$ cat src/rtl/yfuzz_pkg.sv
// Shared constants and types for the y-bus signature compactor and the
// upstream stimulus checker.
//   Y_W   : width of the y bus produced by the design under test
//   SIG_W : MISR signature width
//   POLY  : MISR feedback polynomial
//   SEED  : signature value loaded when a run starts
//   state_t : compactor run state (IDLE / RUN / DONE)
package yfuzz_pkg;

  localparam int          Y_W   = 242;
  localparam int          SIG_W = 32;
  localparam logic [31:0] POLY  = 32'h04C11DB7;
  localparam logic [31:0] SEED  = 32'hFFFFFFFF;

  typedef enum logic [1:0] {
    IDLE = 2'd0,
    RUN  = 2'd1,
    DONE = 2'd2
  } state_t;

endpackage

$ cat src/rtl/y_signature_compactor_if.sv
// Bus between the producer of y samples and the signature compactor.
//   start, y_valid, y, expected_sig : driven by the producer (master)
//   busy, sig, sample_cnt, toggle_cnt, done, match : driven by the compactor (slave)
interface y_signature_compactor_if;
  import yfuzz_pkg::*;

  logic             start;
  logic             y_valid;
  logic [Y_W-1:0]   y;
  logic [SIG_W-1:0] expected_sig;
  logic             busy;
  logic [SIG_W-1:0] sig;
  logic [15:0]      sample_cnt;
  logic [15:0]      toggle_cnt;
  logic             done;
  logic             match;

  modport master (
    output start, y_valid, y, expected_sig,
    input  busy, sig, sample_cnt, toggle_cnt, done, match
  );

  modport slave (
    input  start, y_valid, y, expected_sig,
    output busy, sig, sample_cnt, toggle_cnt, done, match
  );

endinterface

$ cat src/rtl/y_fold_xor.sv
// Purely combinational fold of a wide bus down to one signature-width word.
// The input is cut into OUT_W-bit chunks (the top chunk zero-padded above
// the last input bit) and all chunks are XORed together.
//   y    : IN_W-bit input bus
//   fold : OUT_W-bit XOR of all chunks
module y_fold_xor
  import yfuzz_pkg::*;
#(
  parameter int IN_W  = Y_W,
  parameter int OUT_W = SIG_W
) (
  input  logic [IN_W-1:0]  y,
  output logic [OUT_W-1:0] fold
);

  localparam int CHUNKS = (IN_W + OUT_W - 1) / OUT_W;

  logic [CHUNKS*OUT_W-1:0] padded;

  always_comb begin
    padded           = '0;
    padded[IN_W-1:0] = y;
    fold             = '0;
    for (int k = 0; k < CHUNKS; k++) begin
      fold = fold ^ padded[k*OUT_W +: OUT_W];
    end
  end

endmodule

$ cat src/rtl/y_signature_compactor.sv
// Compresses accepted y samples into a 32-bit MISR signature, counts
// accepted samples and samples that differ from the previous accepted one,
// and after NUM_SAMPLES samples compares the signature with a golden value.
//   clk, rst : clock and synchronous active-high reset
//   bus      : slave side of y_signature_compactor_if
//              (start, y_valid, y, expected_sig in;
//               busy, sig, sample_cnt, toggle_cnt, done, match out)
module y_signature_compactor
  import yfuzz_pkg::*;
#(
  parameter int NUM_SAMPLES = 21
) (
  input  logic                    clk,
  input  logic                    rst,
  y_signature_compactor_if.slave  bus
);

  state_t           state, state_next;
  logic [SIG_W-1:0] sig_q, fold, sig_next;
  logic [Y_W-1:0]   prev_y;
  logic [15:0]      sample_cnt_q, toggle_cnt_q;
  logic             match_q;
  logic             busy, done;
  logic             accept, last_sample;

  y_fold_xor #(.IN_W(Y_W), .OUT_W(SIG_W)) u_fold (
    .y    (bus.y),
    .fold (fold)
  );

  assign sig_next = {sig_q[SIG_W-2:0], 1'b0} ^ (sig_q[SIG_W-1] ? POLY : '0) ^ fold;

  // A start in RUN aborts the run, so that cycle's sample is never accepted.
  assign accept      = (state == RUN) && bus.y_valid && !bus.start;
  assign last_sample = accept && (sample_cnt_q == 16'(NUM_SAMPLES - 1));

  always_ff @(posedge clk) begin
    if (rst) state <= IDLE;
    else     state <= state_next;
  end

  always_comb begin
    state_next = state;
    case (state)
      IDLE:    if (bus.start) state_next = RUN;
      RUN:     if (bus.start) state_next = RUN;
               else if (last_sample) state_next = DONE;
      DONE:    if (bus.start) state_next = RUN;
      default: state_next = IDLE;
    endcase
  end

  always_comb begin
    busy = 1'b0;
    done = 1'b0;
    case (state)
      RUN:     busy = 1'b1;
      DONE:    done = 1'b1;
      default: ;
    endcase
  end

  // Datapath: a start from any state reloads the seed and clears the
  // counters; otherwise state only moves on accepted samples.
  always_ff @(posedge clk) begin
    if (rst) begin
      sig_q        <= SEED;
      prev_y       <= '0;
      sample_cnt_q <= '0;
      toggle_cnt_q <= '0;
      match_q      <= 1'b0;
    end else if (bus.start) begin
      sig_q        <= SEED;
      prev_y       <= '0;
      sample_cnt_q <= '0;
      toggle_cnt_q <= '0;
      match_q      <= 1'b0;
    end else if (accept) begin
      sig_q  <= sig_next;
      prev_y <= bus.y;
      if (sample_cnt_q != 16'hFFFF) sample_cnt_q <= sample_cnt_q + 16'd1;
      if ((bus.y != prev_y) && (toggle_cnt_q != 16'hFFFF)) toggle_cnt_q <= toggle_cnt_q + 16'd1;
      if (last_sample) match_q <= (sig_next == bus.expected_sig);
    end
  end

  assign bus.busy       = busy;
  assign bus.done       = done;
  assign bus.sig        = sig_q;
  assign bus.sample_cnt = sample_cnt_q;
  assign bus.toggle_cnt = toggle_cnt_q;
  assign bus.match      = match_q;

endmodule

$ cat src/flat_wrapper.sv
// flat-port wrapper written by rule: the top's interface ports become plain ports
module y_signature_compactor_flat import yfuzz_pkg::*;
#(
  parameter int NUM_SAMPLES = 21
)
  (clk, rst, bus_start, bus_y_valid, bus_y, bus_expected_sig, bus_busy, bus_sig, bus_sample_cnt, bus_toggle_cnt, bus_done, bus_match);
  y_signature_compactor_if bus_i ();
  input  logic clk;
  input  logic rst;
  input wire logic [$bits(bus_i.start)-1:0] bus_start;
  input wire logic [$bits(bus_i.y_valid)-1:0] bus_y_valid;
  input wire logic [$bits(bus_i.y)-1:0] bus_y;
  input wire logic [$bits(bus_i.expected_sig)-1:0] bus_expected_sig;
  output wire logic [$bits(bus_i.busy)-1:0] bus_busy;
  output wire logic [$bits(bus_i.sig)-1:0] bus_sig;
  output wire logic [$bits(bus_i.sample_cnt)-1:0] bus_sample_cnt;
  output wire logic [$bits(bus_i.toggle_cnt)-1:0] bus_toggle_cnt;
  output wire logic [$bits(bus_i.done)-1:0] bus_done;
  output wire logic [$bits(bus_i.match)-1:0] bus_match;
  assign bus_i.start = bus_start;
  assign bus_i.y_valid = bus_y_valid;
  assign bus_i.y = bus_y;
  assign bus_i.expected_sig = bus_expected_sig;
  assign bus_busy = bus_i.busy;
  assign bus_sig = bus_i.sig;
  assign bus_sample_cnt = bus_i.sample_cnt;
  assign bus_toggle_cnt = bus_i.toggle_cnt;
  assign bus_done = bus_i.done;
  assign bus_match = bus_i.match;
  y_signature_compactor #(.NUM_SAMPLES(NUM_SAMPLES)) u_core (.clk(clk), .rst(rst), .bus(bus_i));
endmodule
$ cat config.mk
export PLATFORM = sky130hd
export DESIGN_NAME = y_signature_compactor_flat
export DESIGN_NICKNAME = d
export VERILOG_FILES = /design/src/rtl/yfuzz_pkg.sv /design/src/rtl/y_signature_compactor_if.sv /design/src/rtl/y_fold_xor.sv /design/src/rtl/y_signature_compactor.sv /design/src/flat_wrapper.sv
export SDC_FILE = /design/constraint.sdc
export NUM_CORES = 1
export LEC_CHECK = 0
export CORE_ASPECT_RATIO = 0.7
export CORE_MARGIN = 4
export CORE_UTILIZATION = 30
export DETAILED_ROUTE_END_ITERATION = 12
export GPL_TIMING_DRIVEN = 0
export SLEW_MARGIN = 5
export SYNTH_ARGS = -nofsm -noshare
export SYNTH_HDL_FRONTEND = slang
export SYNTH_HIERARCHICAL = 1
export SYNTH_SLANG_ARGS = --single-unit
$ cat constraint.sdc
create_clock -name clk -period 2.2 [get_ports clk]
set_input_delay 0.44 -clock clk [delete_from_list [all_inputs] [get_ports clk]]
set_output_delay 0.44 -clock clk [all_outputs]
set_load 0.005 [all_outputs]
==> results of run 1 <==
==> worst max-delay path, delay by kind of cell <==
kind | cells | cell delay (ns)
AO/OA/AOI/OAI | 1 | 0.07
XOR/XNOR | 5 | 1.17
buffers and inverters | 1 | 0.32
AND/OR/NAND/NOR | 5 | 0.95
==> metrics by stage <==
step | util | hold slack, ns | setup slack (ns) | std cells | area [sq um]
after floorplan | - | 0.448 | 0.0791 | 1993 | 16300
after global placement | 0.385 | 0.453 | -1.78 | 3067 | 20600
after detailed placement | 0.385 | 0.458 | -1.83 | 3067 | 20600
after CTS | 0.447 | 0.230 | -0.192 | 3163 | 24000
after global routing | 0.450 | 0.248 | -0.376 | 3166 | 24100
final | 0.450 | 0.241 | -0.307 | 3170 | 24200
==> report_power, final <==
part	internal, W	switching [W]	total [W]	leakage [nW]
combinational	0.00211	0.00265	0.00476	5.79
clock	0.00399	0.00261	0.00660	0.623
sequential	0.00569	0.0000903	0.00578	2.50
total	0.0118	0.00535	0.0171	8.92
==> flip-flops by register name, indices dropped and copies added (netlist names) <==
name,flops
u_core/prev_y,242
u_core/state,2
u_core/bus.sig,32
u_core/bus.toggle_cnt,16
u_core/bus.match,1
u_core/bus.sample_cnt,16
==> routing by layer <==
layer | vias to the layer above | GRT usage | wire length (um)
li1 | 7376 | - | -
met1 | 7714 | 0.364 | 33800
met2 | 852 | 0.391 | 33200
met3 | 124 | 0.0816 | 9170
met4 | 4 | 0.0622 | 2120
met5 | - | 0 | 27
==> final timing paths <==
check	start	endpoint	depth (start not counted)
setup / recovery	bus_y[125]	u_core/bus.match	12
hold / removal	bus_y[128]	u_core/prev_y[128]	3
hold reg to reg	u_core/prev_y[66]	u_core/prev_y[66]	2
setup reg to reg	u_core/prev_y[68]	u_core/bus.toggle_cnt[13]	10
==> Yosys cell counts, drive strengths merged, types with 2 or more instances <==
cell	count	share of area
and2	3	0.0012
nand3	11	0.0034
ha	3	0.0023
clkbuf	91	0.021
xnor2	384	0.21
o41ai	2	0.0011
nor3	3	0.00092
nand2b	2	0.00077
a31o	6	0.0032
o211ai	32	0.015
xor2	157	0.084
a211oi	3	0.0014
a21oi	253	0.078
nor2	39	0.0090
mux2i	5	0.0031
and4	3	0.0018
nand4	63	0.024
xnor3	4	0.0055
nand2	541	0.12
inv	10	0.0023
buf	8	0.0024
a41oi	2	0.0015
nor4	33	0.015
or3	5	0.0019
dfxtp	309	0.38
and3	7	0.0027
a2111oi	2	0.0011
==> cells by family after synthesis <==
logic type                 count (synthesis)  synth area share
AOI/OAI and AO/OA                        307             0.104
xor gates and xnor gates                 545             0.297
adders and majority gates                  3           0.00231
buffers and inverters                    109            0.0258
DFF                                      309             0.380
muxes                                      5           0.00308
and+or+nand+nor                          715             0.188
==> timing repair <==
action | 4_1_cts | 5_1_grt
resized for setup | 585 | 61
pin swaps | 198 | 24
hold buffers | 0 | 0
setup endpoints to repair | 245 | 157
cloned | 2 | 0
setup buffers | 32 | 0
==> layout make-up <==
class | instances | share of cell area
clock buffers | 48 | 0.0425
inverters | 10 | 0.00155
well taps | 730 | 0.0378
plain buffers | 99 | 0.0177
multi-input cells | 1576 | 0.487
clock inverters | 14 | 0.00958
flip-flops and latches | 309 | 0.257
diodes | 7 | 0.000725
repair buffers | 377 | 0.147
==> reports/results.ini, run 1 <==
[pwr]
ir_worst_vdd_mv = 0.464
p_leak_nw = 8.92
power_density_nw_per_um2 = 710
p_total_w = 0.0171

[global_routing]
grt_usage = 0.260
grt_pass1_wl_mm = 109
antenna_found_initial = 9
grt_pass1_vias = 15600
grt_max_degree = 14
grt-ovfl-total = 0

[flow_run]
drv_cap = 0

[detailed_routing]
drtIter0Drc = 1683
drc = 0
post_drt_wl_per_cell_um = 24.7
final_antenna_net_count = 0
drt-pass1-iter-count = 6
routed_wl_mm = 78.3
drt-vias-per-instance = 5.07
vias = 16100

[clocking]
root_buffer = clkbuf_16
htreeDepth = 2
clkLatencyLatePin_ns = 0.55
clk_pin_slew_ns = 0.06
clock_path_buffers = 3
cts_sinks = 309
cts_buffers = 36
cts_tree = built

[synthesis]
synth_edf_count = 0
async_flop_share = 0
synthFlopType = dfxtp_1
syn_nets = 2274
synthCells = 1993
syn_avg_cell_area_sq_um = 8.17
synth_cell_types = 47
synth_area_sq_um = 16300
ys_seq_area_frac = 0.380
ys_seq_elements = 309
synth-warning-count = 6

[timing]
hold_viol = 0
slew_headroom = 0.473
fmax_mhz = 399
finClkSkew_ns = 0.0233
drv_slew = 0
tightest_slew_ns = 0.791
finalSetupViolCount = 17
rsz0062_at_grt = yes
period_share = 1.14
fin_setup_tns_ns = -4.14
layout_min_cycle_time_ns = 2.51
setup_slack_ns = -0.307

[final_layout]
final_cell_mix = nand2_1 (540), dfxtp_1 (303), a21oi_1 (250), xnor2_1 (214), dlygate4sd2_1 (157)
drive_gt1_frac = 0.173
multi_input_area_sq_um = 11800
fin_nets = 2690
nFillCells = 5202
regArea_sq_um = 6200
layout_commonest_cell = nand2_1
syn_to_final_growth_pct = 48.4

[floorplanning]
rows = 71
die_h_um = 203
core-area_sq_um = 53700
ios = 345
die_x_um = 286
dieArea_sq_um = 58100
start_util = 0.303

[worst_setup_path]
rrSetupSlack_ns = -0.31
crit_required_ns = 2.66
arrival_ns = 2.97
worst-setup-path-type = input pin to flop
cp_common_cell = xnor2_2
end_kind = flop
start_kind = input pin
slowest_delay_ns = 0.40
worstPathCellList = dlygate4sd2_1 > xnor2_2 > xnor2_2 > xnor2_2 > xnor2_2 > xor2_1 > nand4_1 > nor4_4 > nand3_2 > nor4_2 > a21oi_1 > nor2_1
crit_fanout = 3
crit_path_top_delay_cell = xnor2_2

[run_status]
status = finished with violations
failed_checks = negative setup slack

[hold_path]
hold_class = input pin to flop

[place]
place.gp.congestion = 0.983
port_buffers = 344
place_hpwl_mm = 64.0

Note: power is estimated with default switching activity, not from simulation.
==> run 2: changes to the inputs <==
--- a/config.mk
+++ b/config.mk
@@ -8,6 +8,7 @@
 export CORE_ASPECT_RATIO = 0.7
 export CORE_MARGIN = 4
 export CORE_UTILIZATION = 30
+export CTS_CLUSTER_SIZE = 8
 export DETAILED_ROUTE_END_ITERATION = 12
 export GPL_TIMING_DRIVEN = 0
 export SLEW_MARGIN = 5
==> constraint.sdc (replaced) <==
create_clock -name clk -period 2.6 [get_ports clk]
set_input_delay 0.52 -clock clk [delete_from_list [all_inputs] [get_ports clk]]
set_output_delay 0.52 -clock clk [all_outputs]
set_load 0.005 [all_outputs]
==> reports/results.ini, run 2 (synthesis results as in run 1) <==
[timing]
setup_slack_ns = -0.0618  ; +0.245 ns
tightest_slew_ns = 1.07  ; +0.282 ns
layout_min_cycle_time_ns = 2.66
slew_headroom = 0.285  ; -0.188
fin_setup_tns_ns = -0.235  ; +3.90 ns
period_share = 1.02
rsz0062_at_grt = yes
hold_viol = 0  ; unchanged
fin_hold_ws_ns = 0.262  ; +0.0212 ns
finalSetupViolCount = 11  ; -6
drv_slew = 0  ; unchanged
finClkSkew_ns = 0.0218  ; -0.00147 ns
fmax_mhz = 376

[final_layout]
fin_nets = 2683  ; -0.26%
fin_util = 0.443  ; -0.00755
regArea_sq_um = 6190  ; -0.12%
regMostFlops = u_core/prev_y
multi_input_area_sq_um = 11600  ; -1.3%
nFillCells = 5210  ; +0.15%
drive_gt1_frac = 0.146  ; -0.0267
largest_reg_flops = 242  ; unchanged
fin_cells = 3142  ; -0.88%
final_cell_mix = nand2_1 (541), dfxtp_1 (307), a21oi_1 (251), xnor2_1 (216), clkdlybuf4s50_1 (186)
layout_commonest_cell = nand2_1
syn_to_final_growth_pct = 45.9

[worst_setup_path]
crit_required_ns = 3.02  ; +0.36 ns
crit_path_start = bus_y[68]
r2r_cells = 10  ; unchanged
start_kind = input pin
crit_fanout = 4  ; +1
end_kind = flop
worstPathCellList = clkdlybuf4s50_1 > xnor2_2 > nand4_1 > nor4_2 > nand4_1 > nor4_4 > buf_6 > buf_4 > a2111oi_0 > xnor2_1 > nor2_1
arrival_ns = 3.08  ; +0.11 ns
slowest_delay_ns = 0.52  ; +0.12 ns
crit_path_top_delay_cell = clkdlybuf4s50_1
r2r_start = u_core/prev_y[57]
cp_common_cell = nand4_1
worst-setup-path-type = input pin to flop

[detailed_routing]
post_drt_wl_per_cell_um = 25.0  ; +0.98%
drt-vias-per-instance = 5.10  ; +0.52%
drc = 0  ; unchanged
final_antenna_net_count = 0  ; unchanged
routed_wl_mm = 78.4  ; about the same
drt-pass1-iter-count = 5  ; -1
vias = 16000  ; -0.37%
drtIter0Drc = 1745  ; +3.7%

[pwr]
switching_share = 0.320  ; +0.00761
p_leak_nw = 8.95  ; +0.39%
power_density_nw_per_um2 = 592  ; -17%
power.clock.fraction = 0.372  ; -0.013
intPower_w = 0.00956  ; -19%
p_sw_w = 0.00449  ; -16%
comb_power_share = 0.280  ; +0.002
ir_worst_vdd_mv = 0.370  ; -20%
seqPwrFrac = 0.349  ; +0.012

[place]
dp_cells = 3067  ; unchanged
preCtsSetupSlack_ns = -1.51  ; +0.320 ns
place_hpwl_mm = 64.0  ; unchanged
port_buffers = 344  ; unchanged
place.gp.congestion = 0.983  ; unchanged

[flow_run]
drv_cap = 0  ; unchanged

[clocking]
htreeDepth = 2  ; unchanged
cts_tree = built
ctsHoldBuffers = 0  ; unchanged
cts_buffers = 44  ; +22%
root_buffer = clkbuf_16
cts_sinks = 309  ; unchanged
clock_path_buffers = 3  ; unchanged
clkLatencyLatePin_ns = 0.57  ; +0.02 ns
clk_pin_slew_ns = 0.05  ; about the same

[global_routing]
grt_usage = 0.257  ; -0.00251
antenna_found_initial = 12  ; +3
grt_max_degree = 13  ; -1
grt_pass1_wl_mm = 108  ; -0.89%
grt_pass1_vias = 15400  ; -1.4%
grt-ovfl-total = 0  ; unchanged

[floorplanning]
ios = 345  ; unchanged
die_x_um = 286  ; unchanged
core-area_sq_um = 53700  ; unchanged
start_util = 0.303  ; unchanged
rows = 71  ; unchanged
die_h_um = 203  ; unchanged
dieArea_sq_um = 58100  ; unchanged

[hold_path]
hold_path.startpoint = bus_y[166]
whs_path_depth = 3  ; unchanged
hold_class = input pin to flop

[run_status]
failed_checks = negative setup slack
status = finished with violations

## run 2: area by class of cell
cell class,instances,area share
Antenna cell,7,0.000738
Buffer,99,0.0164
Clock buffer,46,0.0471
Clock inverter,3,0.00190
Inverter,10,0.00158
Multi-Input combinational cell,1576,0.489
Sequential cell,309,0.261
Tap cell,730,0.0385
Timing Repair Buffer,362,0.144
## run 2: stage by stage
stage,power [W],area (sq um)
6_report,0.0141,23700
5_1_grt,0.0144,23700
4_1_cts,0.0138,23100
3_5_place_dp,0.00814,20600
3_3_place_gp,0.00812,20600
2_1_floorplan,0.00661,16300
## run 2: worst paths after layout
check	to	slack (ns)
worst max-delay path	u_core/bus.toggle_cnt[11]	-0.06
worst min-delay path	u_core/prev_y[166]	0.26
worst min register to register	u_core/prev_y[61]	0.47
worst max register to register	u_core/bus.toggle_cnt[11]	0.04
## run 2: layer usage
metal | GRT usage | part of all wire | vias to the layer above
li1 | - | - | 7331
met1 | 0.366 | 0.43 | 7699
met2 | 0.391 | 0.43 | 862
met3 | 0.0719 | 0.12 | 111
met4 | 0.0528 | 0.026 | 8
met5 | 0 | 0.00060 | -
## run 2: worst max-delay path, delay by kind of cell
kind	cells	cell delay (ns)
simple gates	5	1.03
buf+inv	3	0.82
xor+xnor	2	0.60
compound gates	1	0.11
## run 2: power by group through the flow
| stage | clock network, W | registers (W) | logic [W] |
|---|---|---|---|
| 3_3_place_gp | 0 | 0.00498 | 0.00314 |
| 4_1_cts | 0.00529 | 0.00490 | 0.00364 |
| 6_report | 0.00522 | 0.00490 | 0.00393 |
| 2_1_floorplan | 0 | 0.00498 | 0.00163 |
| 5_1_grt | 0.00545 | 0.00491 | 0.00408 |
| 3_5_place_dp | 0 | 0.00499 | 0.00316 |
## run 2: what timing repair did
| item | CTS | global route |
|---|---|---|
| endpoints found under the hold margin | 0 | 0 |
| pin swaps | 104 | 104 |
| setup endpoints to repair | 17 | 32 |
| gates cloned | 0 | 2 |
| gates resized for setup | 293 | 221 |
| setup buffers | 12 | 5 |
==> run 3: changes to the inputs <==
--- a/config.mk
+++ b/config.mk
@@ -11,7 +11,7 @@
 export CTS_CLUSTER_SIZE = 8
 export DETAILED_ROUTE_END_ITERATION = 12
 export GPL_TIMING_DRIVEN = 0
-export SLEW_MARGIN = 5
+export SLEW_MARGIN = 20
 export SYNTH_ARGS = -nofsm -noshare
 export SYNTH_HDL_FRONTEND = slang
 export SYNTH_HIERARCHICAL = 1
==> results of run 3 <==
No change in the layout: final DEF, timing and power equal those of run 2.
